`src/rtl/mem_ctrl_pkg.sv`:
```
`default_nettype none
// ============================================================================
// Module      : mem_ctrl_pkg
// Description : Shared state encoding and arbitration-mode constants for the
//               word-access sequencer of the byte-wide MAR/MDR memory block.
// Revision    : 1.0 - initial release
// ============================================================================
package mem_ctrl_pkg;

    localparam int ARB_FIXED = 0;
    localparam int ARB_RR    = 1;

    typedef enum logic [3:0] {
        IDLE   = 4'd0,
        RD_ALO = 4'd1,
        RD_LO  = 4'd2,
        RD_AHI = 4'd3,
        RD_HI  = 4'd4,
        WR_A   = 4'd5,
        WR_D   = 4'd6,
        WR_W   = 4'd7,
        DONE   = 4'd8
    } state_t;

endpackage
`default_nettype wire

```
`src/rtl/mem_access_ctrl_arbiter.sv`:
```
`default_nettype none
// ============================================================================
// Module      : rr_arbiter2
// Description : Two-port combinational arbiter, fixed priority or round-robin.
// Revision    : 1.0 - initial release
// ============================================================================
module rr_arbiter2
    import mem_ctrl_pkg::*;
(
    input  logic [1:0] req,
    input  logic       last_gnt,
    input  logic       mode,
    output logic [1:0] gnt
);

    always_comb begin
        gnt = 2'b00;
        case (req)
            2'b01:   gnt = 2'b01;
            2'b10:   gnt = 2'b10;
            // Contention: round-robin hands the bus to the port not served last.
            2'b11:   gnt = (mode == 1'(ARB_RR) && !last_gnt) ? 2'b10 : 2'b01;
            default: gnt = 2'b00;
        endcase
    end

endmodule
`default_nettype wire

```
`src/rtl/mem_access_ctrl.sv`:
```
`default_nettype none
// ============================================================================
// Module      : mem_access_ctrl
// Description : Sequences 16-bit word reads/writes over the byte-wide MAR/MDR
//               memory block and shares it between fetch (0) and execute (1).
// Revision    : 1.0 - initial release
// ============================================================================
module mem_access_ctrl
    import mem_ctrl_pkg::*;
#(
    parameter int ADDR_W   = 16,
    parameter int DATA_W   = 16,
    parameter int ARB_MODE = 1
) (
    input  logic                clk,
    input  logic                rst,
    input  logic [1:0]          req,
    input  logic [1:0]          we,
    input  logic [2*ADDR_W-1:0] addr,
    input  logic [2*DATA_W-1:0] wdata,
    output logic [1:0]          gnt,
    output logic [1:0]          done,
    output logic [DATA_W-1:0]   rdata,
    output logic                busy,
    input  logic [DATA_W-1:0]   mem_out,
    output logic [ADDR_W-1:0]   bus_out,
    output logic                bus_oe,
    output logic                mar_load,
    output logic                mdr_load_bus,
    output logic                mdr_load_low,
    output logic                mdr_load_high,
    output logic                ram_write
);

    localparam logic c_arb_mode = (ARB_MODE == ARB_RR);

    state_t              r_state;
    logic                r_last_gnt;
    logic                r_port;
    logic                r_we;
    logic [ADDR_W-1:0]   r_addr;
    logic [DATA_W-1:0]   r_wdata;

    logic [1:0]          w_arb_gnt;
    logic                w_sel;
    logic [ADDR_W-1:0]   w_addr_inc;

    rr_arbiter2 u_arb (
        .req      (req),
        .last_gnt (r_last_gnt),
        .mode     (c_arb_mode),
        .gnt      (w_arb_gnt)
    );

    assign gnt        = (r_state == IDLE) ? w_arb_gnt : 2'b00;
    assign w_sel      = gnt[1];
    assign w_addr_inc = r_addr + ADDR_W'(1);
    assign busy       = (r_state != IDLE);

    always_ff @(posedge clk) begin
        if (rst) begin
            r_state    <= IDLE;
            r_last_gnt <= 1'b1;
            r_port     <= 1'b0;
            r_we       <= 1'b0;
            r_addr     <= '0;
            r_wdata    <= '0;
        end else begin
            case (r_state)
                IDLE: begin
                    if (gnt != 2'b00) begin
                        r_port     <= w_sel;
                        r_last_gnt <= w_sel;
                        r_we       <= we[w_sel];
                        r_addr     <= w_sel ? addr[2*ADDR_W-1:ADDR_W]  : addr[ADDR_W-1:0];
                        r_wdata    <= w_sel ? wdata[2*DATA_W-1:DATA_W] : wdata[DATA_W-1:0];
                        r_state    <= we[w_sel] ? WR_A : RD_ALO;
                    end
                end
                RD_ALO:  r_state <= RD_LO;
                RD_LO:   r_state <= RD_AHI;
                RD_AHI:  r_state <= RD_HI;
                RD_HI:   r_state <= DONE;
                WR_A:    r_state <= WR_D;
                WR_D:    r_state <= WR_W;
                WR_W:    r_state <= DONE;
                default: r_state <= IDLE;
            endcase
        end
    end

    // Strobes and bus are a pure decode of the state register.
    always_comb begin
        bus_out       = '0;
        bus_oe        = 1'b0;
        mar_load      = 1'b0;
        mdr_load_bus  = 1'b0;
        mdr_load_low  = 1'b0;
        mdr_load_high = 1'b0;
        ram_write     = 1'b0;
        done          = 2'b00;
        rdata         = '0;
        case (r_state)
            RD_ALO: begin
                bus_out  = r_addr;
                bus_oe   = 1'b1;
                mar_load = 1'b1;
            end
            RD_LO:  mdr_load_low = 1'b1;
            RD_AHI: begin
                bus_out  = w_addr_inc;
                bus_oe   = 1'b1;
                mar_load = 1'b1;
            end
            RD_HI:  mdr_load_high = 1'b1;
            WR_A: begin
                bus_out  = r_addr;
                bus_oe   = 1'b1;
                mar_load = 1'b1;
            end
            WR_D: begin
                bus_out      = ADDR_W'(r_wdata);
                bus_oe       = 1'b1;
                mdr_load_bus = 1'b1;
            end
            WR_W:   ram_write = 1'b1;
            DONE: begin
                done  = r_port ? 2'b10 : 2'b01;
                rdata = r_we ? '0 : mem_out;
            end
            default: ;
        endcase
    end

endmodule
`default_nettype wire

```
`config.mk`:
```
export PLATFORM = sky130hd
export DESIGN_NAME = mem_access_ctrl
export DESIGN_NICKNAME = d
export VERILOG_FILES = /design/src/rtl/mem_ctrl_pkg.sv /design/src/rtl/mem_access_ctrl_arbiter.sv /design/src/rtl/mem_access_ctrl.sv
export SDC_FILE = /design/constraint.sdc
export NUM_CORES = 1
export LEC_CHECK = 0
export CAP_MARGIN = 0
export CELL_PAD_IN_SITES_DETAIL_PLACEMENT = 1
export CELL_PAD_IN_SITES_GLOBAL_PLACEMENT = 2
export CORE_MARGIN = 1.5
export CORE_UTILIZATION = 24
export DETAILED_ROUTE_END_ITERATION = 8
export PLACE_DENSITY_LB_ADDON = 0.05
export SYNTH_ARGS = -nofsm -noshare
export SYNTH_HDL_FRONTEND = slang
export SYNTH_SLANG_ARGS = --single-unit
```
`constraint.sdc`:
```
create_clock -name clk -period 4.9 [get_ports clk]
set_clock_uncertainty 0.15 [all_clocks]
set_input_delay 0.49 -clock clk [delete_from_list [all_inputs] [get_ports clk]]
set_output_delay 0.49 -clock clk [all_outputs]
set_load 0.02 [all_outputs]
```
---- After elaboration in Yosys (flattened, before gate mapping) ----
Cells that the tools add are included.
operators by class
  add/subtract/negate cells ............... 1
  $lt $le $gt $ge ......................... 1
  equal/unequal tests ..................... 12
  muxes and demuxes ....................... 21
  reduce and logical (&&, ||, !) cells .... 8
operator list
  kind                                                                          number
  16-bit two-way mux                                                            4
  16-bit case mux with 3 select lines                                           1
  4-bit case mux with 7 select lines                                            1
  16-bit by 1-bit adder with 16-bit output, second input constant               1
  4-bit by 3-bit == test with 1-bit output, second input constant               4
  4-bit by 2-bit == test with 1-bit output, second input constant               2
  1-bit two-way mux                                                             8
  2-bit two-way mux                                                             4
  2-bit case mux with 3 select lines                                            1
  2-bit == test, second input constant                                          2
  4-bit by 1-bit == test with 1-bit output, second input constant               1
  4-bit == test, second input constant                                          1
  4-bit logical NOT                                                             1
  4-bit two-way mux                                                             1
  4-bit nonzero test                                                            1
  2-bit OR reduction                                                            2
  4-bit OR reduction                                                            1
  3-bit two-way mux                                                             1
  3-bit OR reduction                                                            1
  2-bit by 1-bit == test with 1-bit output, second input constant               1
  1-bit by 2-bit less-than comparator with 1-bit output, second input constant  1
  2-bit by 1-bit inequality test with 1-bit output, second input constant       1
  2-bit AND reduction                                                           1
  2-bit nonzero test                                                            1
word-level totals
  register bits after elaboration ......... 39
  output and inout port bits .............. 43

---- Depth between registers and ports, before layout ----
  depth in word-level cells ............... 8
  mapped depth ............................ 7
  mapped depth without buffers ............ 5

---- Modules after synthesis ----
A second synthesis with hierarchy kept.
unflattened totals
  cell total of the unflattened synthesis .. 342
  area total of the unflattened synthesis .. 2,715.1 sq um
by module, submodules not included
  module           times used  cells an instance  area an instance (sq um)  seq. area each (sq um)
  mem_access_ctrl  1           338                2,685.1                   780.7
  rr_arbiter2      1           4                  30.0                      0.0

---- Least setup slack after synthesis ----
OpenSTA, ideal clock, no wires.
  path type ............................... flip-flop to output port
  from .................................... register r_state[1]
  to ...................................... output bus_out[10]
  arrival time ............................ 1.890 ns
  path slack .............................. 2.370 ns
  stages on the path, launching flop included .. 6
  path buffers ............................ 3
  path through ............................ dfxtp_1 -> buf_2 -> nand4bb_1 -> clkbuf_1 -> clkbuf_1 -> o311ai_0
between the ends
  word-level cells in the longest chain between the ends .. 3
RTL lines
  element                                                                                               RTL line                text
  start: declaration                                                                                    mem_access_ctrl.sv:37   state_t r_state;
  start signal: assignment                                                                              mem_access_ctrl.sv:77   r_state <= we[w_sel] ? WR_A : RD_ALO;
  4-bit by 3-bit == test with 1-bit output or 4-bit by 1-bit == test with 1-bit output (tied branches)  mem_access_ctrl.sv:103  case (r_state)
  2-bit OR reduction (no line)                                                                          n/a
  16-bit case mux with 3 select lines *                                                                 mem_access_ctrl.sv:103
  end: declaration                                                                                      mem_access_ctrl.sv:26   output logic [ADDR_W-1:0] bus_out,
Mark *: on every way between the ends. The rest lies on a longest branch, timed or not.

---- Worst setup path after layout ----
  from .................................... register r_state[0]
  to ...................................... output bus_out[14]
Same word-level chain as after synthesis.

==> impl_metrics.ini <==
[clocking]
cts_setup_buffers = 0
cts_made_buffers = 5
clockRootBuffer = clkbuf_8
htreeDepth = 2
clock_latency_ns = 0.30
post_cts_resize_count = 0
clk_path_buf_depth = 2
clock_sinks = 39
clk_pin_slew_ns = 0.09
cts_hold_buf = 0
cts_tree = done

[synth]
avgSynthCellArea_um2 = 8.500
yosys.area.top_type = dfxtp_1
ys_top_cells_by_count = nor2_1 (42), dfxtp_1 (39), mux2i_1 (34)
synth_cell_type_count = 55
yosysMostFrequentCell = nor2_1
synth-edff-count = 0
synth_top_area_share_pct = 30.12
synth-async-reset-ratio_pct = 0
netlist_top_cells_area = dfxtp_1 (30%), mux2i_1 (13%), a211oi_1 (6.4%)
synth_warnings = 0
ys_ff_latch = 39
syn_area_um2 = 2592
syn_inst = 305
yosysSeqAreaShare_pct = 30.12
syn_nets = 392
synth-main-ff-cell = dfxtp_1

[place]
dpl_worst_slack_ns = 1.557
hpwl_um = 6362
dpl_cell_area_um2 = 3902
port_buffers = 128
dp.cells = 543
finalWeightedCongestion = 0.6887

[sta]
setup_violations = 0
fin_crit_ns = 3.615
worst_slack_ns = 1.285
slew_violations = 0
rsz0062_at_grt = false
fmax_mhz = 276.7
tightestPinTransition_ns = 1.099
setup-tns-final_ns = 0
whs_ns = 0.3276
timing.final.hold_violations = 0
maxSlewHeadroom_pct = 26.41
finalCritPeriodShare_pct = 73.77

[global_routing]
grt_pass1_vias = 2722
grt-ovfl-total = 0
grt_first_pass_wirelength_um = 14080
antenna_found_initial = 0
grt_use_total_pct = 15.44
grt_max_degree = 65

[final_layout]
nFillCells = 1238
area_delta_synth_final_pct = 54.87
antenna_cells = 0
nNetsFinal = 501
drive_above_1_share_pct = 7.711
fin_area_um2 = 4015
finalNonFillerCells = 551

[routing]
wl_per_cell_um = 15.52
drt_first_pass_iters = 4
vias = 2644
viasPerCell = 4.799
wirelength_um = 8554
wl_met1_um = 3779
ant_nets = 0
highest_layer = met4
drc = 0
wl_met3_um = 536
wl_met2_um = 4158
drt-initial-drc-count = 87

[worst_setup_path]
rr_startpoint = r_state[1]$_SDFFE_PP0P_
worst_ep_arrival_time_ns = 2.97
crit_start = r_state[0]$_SDFFE_PP0P_
required_ns = 4.26
reg2reg_depth = 5
cp-end-kind = output pin
crit_fanout = 17
reg2reg_to = r_wdata[10]$_SDFFE_PP0P_
r2r_slack_ns = 2.64
worstSetupStartpointType = flop
path_class = reg2out

[power]
p_per_area_nw_per_um2 = 485.3
p_leak_nw = 1.590
vdd_drop_max_mv = 0.2229

[floorplanning]
die_w_um = 106.9
rows = 37
ioPinCount = 129
start_util_pct = 24.89
fp.dieArea_um2 = 11430
core_area_um2 = 10420
die_y_um = 106.9

[hold_path]
holdPathEnd = r_port$_SDFFE_PP0P_
min_from = r_port$_SDFFE_PP0P_
holdPathStages = 2
hold_class = reg2reg

[status]
status = finished, final reports clean

[run]
drv_cap = 0
==> worst max path at each step <==
stage | to | slack, ns | cells past startpoint
after floorplan | bus_out[10] | 2.37 | 5
after global placement | bus_out[14] | 1.61 | 4
after detailed placement | bus_out[14] | 1.56 | 4
after CTS | bus_out[14] | 1.20 | 4
after global routing | bus_out[12] | 1.03 | 5
final | bus_out[14] | 1.29 | 4
==> layer usage <==
layer  track usage (%)  vias up
li1                  -     1330
met1             19.47     1214
met2             26.92       93
met3             3.040        7
met4             3.714        0
met5                 0        -
==> through the flow <==
stage,power [mW],util (%)
6_report,1.949,38.55
2_1_floorplan,1.362,-
5_1_grt,2.124,38.55
4_1_cts,1.988,38.55
3_5_place_dp,1.701,37.47
3_3_place_gp,1.681,37.47
==> report_power, final <==
| part | switching, mW | leakage (nW) | total (mW) | internal [mW] |
|---|---|---|---|---|
| registers | 0.200 | 0.323 | 0.666 | 0.465 |
| clock network | 0.122 | 0.0581 | 0.274 | 0.152 |
| logic | 0.536 | 1.21 | 1.01 | 0.473 |
==> logic make-up after synthesis <==
family	share of synthesized area, %
xor gates and xnor gates	2.365
buffers and inverters	7.191
and+or+nand+nor	24.18
adders and majority gates	0.4825
muxes	13.13
DFF	30.12
AOI/OAI and AO/OA	22.54
==> layout by cell type, fill, tap and decap left out, drive strengths merged, types with 2 or more instances in the layout <==
master | Yosys | final
mux2i | 34 | 34
xor2 | 3 | 3
dfxtp | 39 | 39
a211oi | 32 | 32
nor4 | 3 | 3
nand4 | 5 | 5
nor2 | 42 | 42
clkdlybuf4s50 | 0 | 127
and3 | 4 | 4
o311ai | 4 | 4
and2 | 16 | 16
clkinv | 0 | 2
xnor2 | 4 | 4
nand2b | 6 | 6
inv | 7 | 7
buf | 18 | 4
a31oi | 2 | 2
nor3b | 2 | 2
a22oi | 5 | 5
o21ai | 10 | 10
o211ai | 2 | 2
nand2 | 15 | 15
nor3 | 3 | 3
clkbuf | 11 | 5
or4 | 2 | 2
a21oi | 3 | 3
a221o | 5 | 5
or3 | 2 | 2
nand3 | 9 | 9
==> state kept, by name (all words and copies together), names as in the netlist <==
register    cells
r_state         4
r_we            1
r_last_gnt      1
r_addr         16
r_wdata        16
r_port          1
==> area by class of cell <==
type                       instances  area [µm²]  area share, %
inverter                           7       26.28         0.6544
clock buffer                       5       68.82          1.714
timing repair buffer             131        1299          32.35
tap                              136       170.2          4.238
clock inverter                     3       43.79          1.091
multi-input combinational        230        1627          40.51
sequential                        39       780.7          19.45
==> worst max-delay path, stage by stage, from the launching register on <==
cell,delay (ns)
dfxtp_1,0.59
nand4bb_1,0.67
or4_1,0.71
nand3_1,0.09
clkdlybuf4s50_1,0.61
Note: power is estimated with default switching activity, not from simulation.
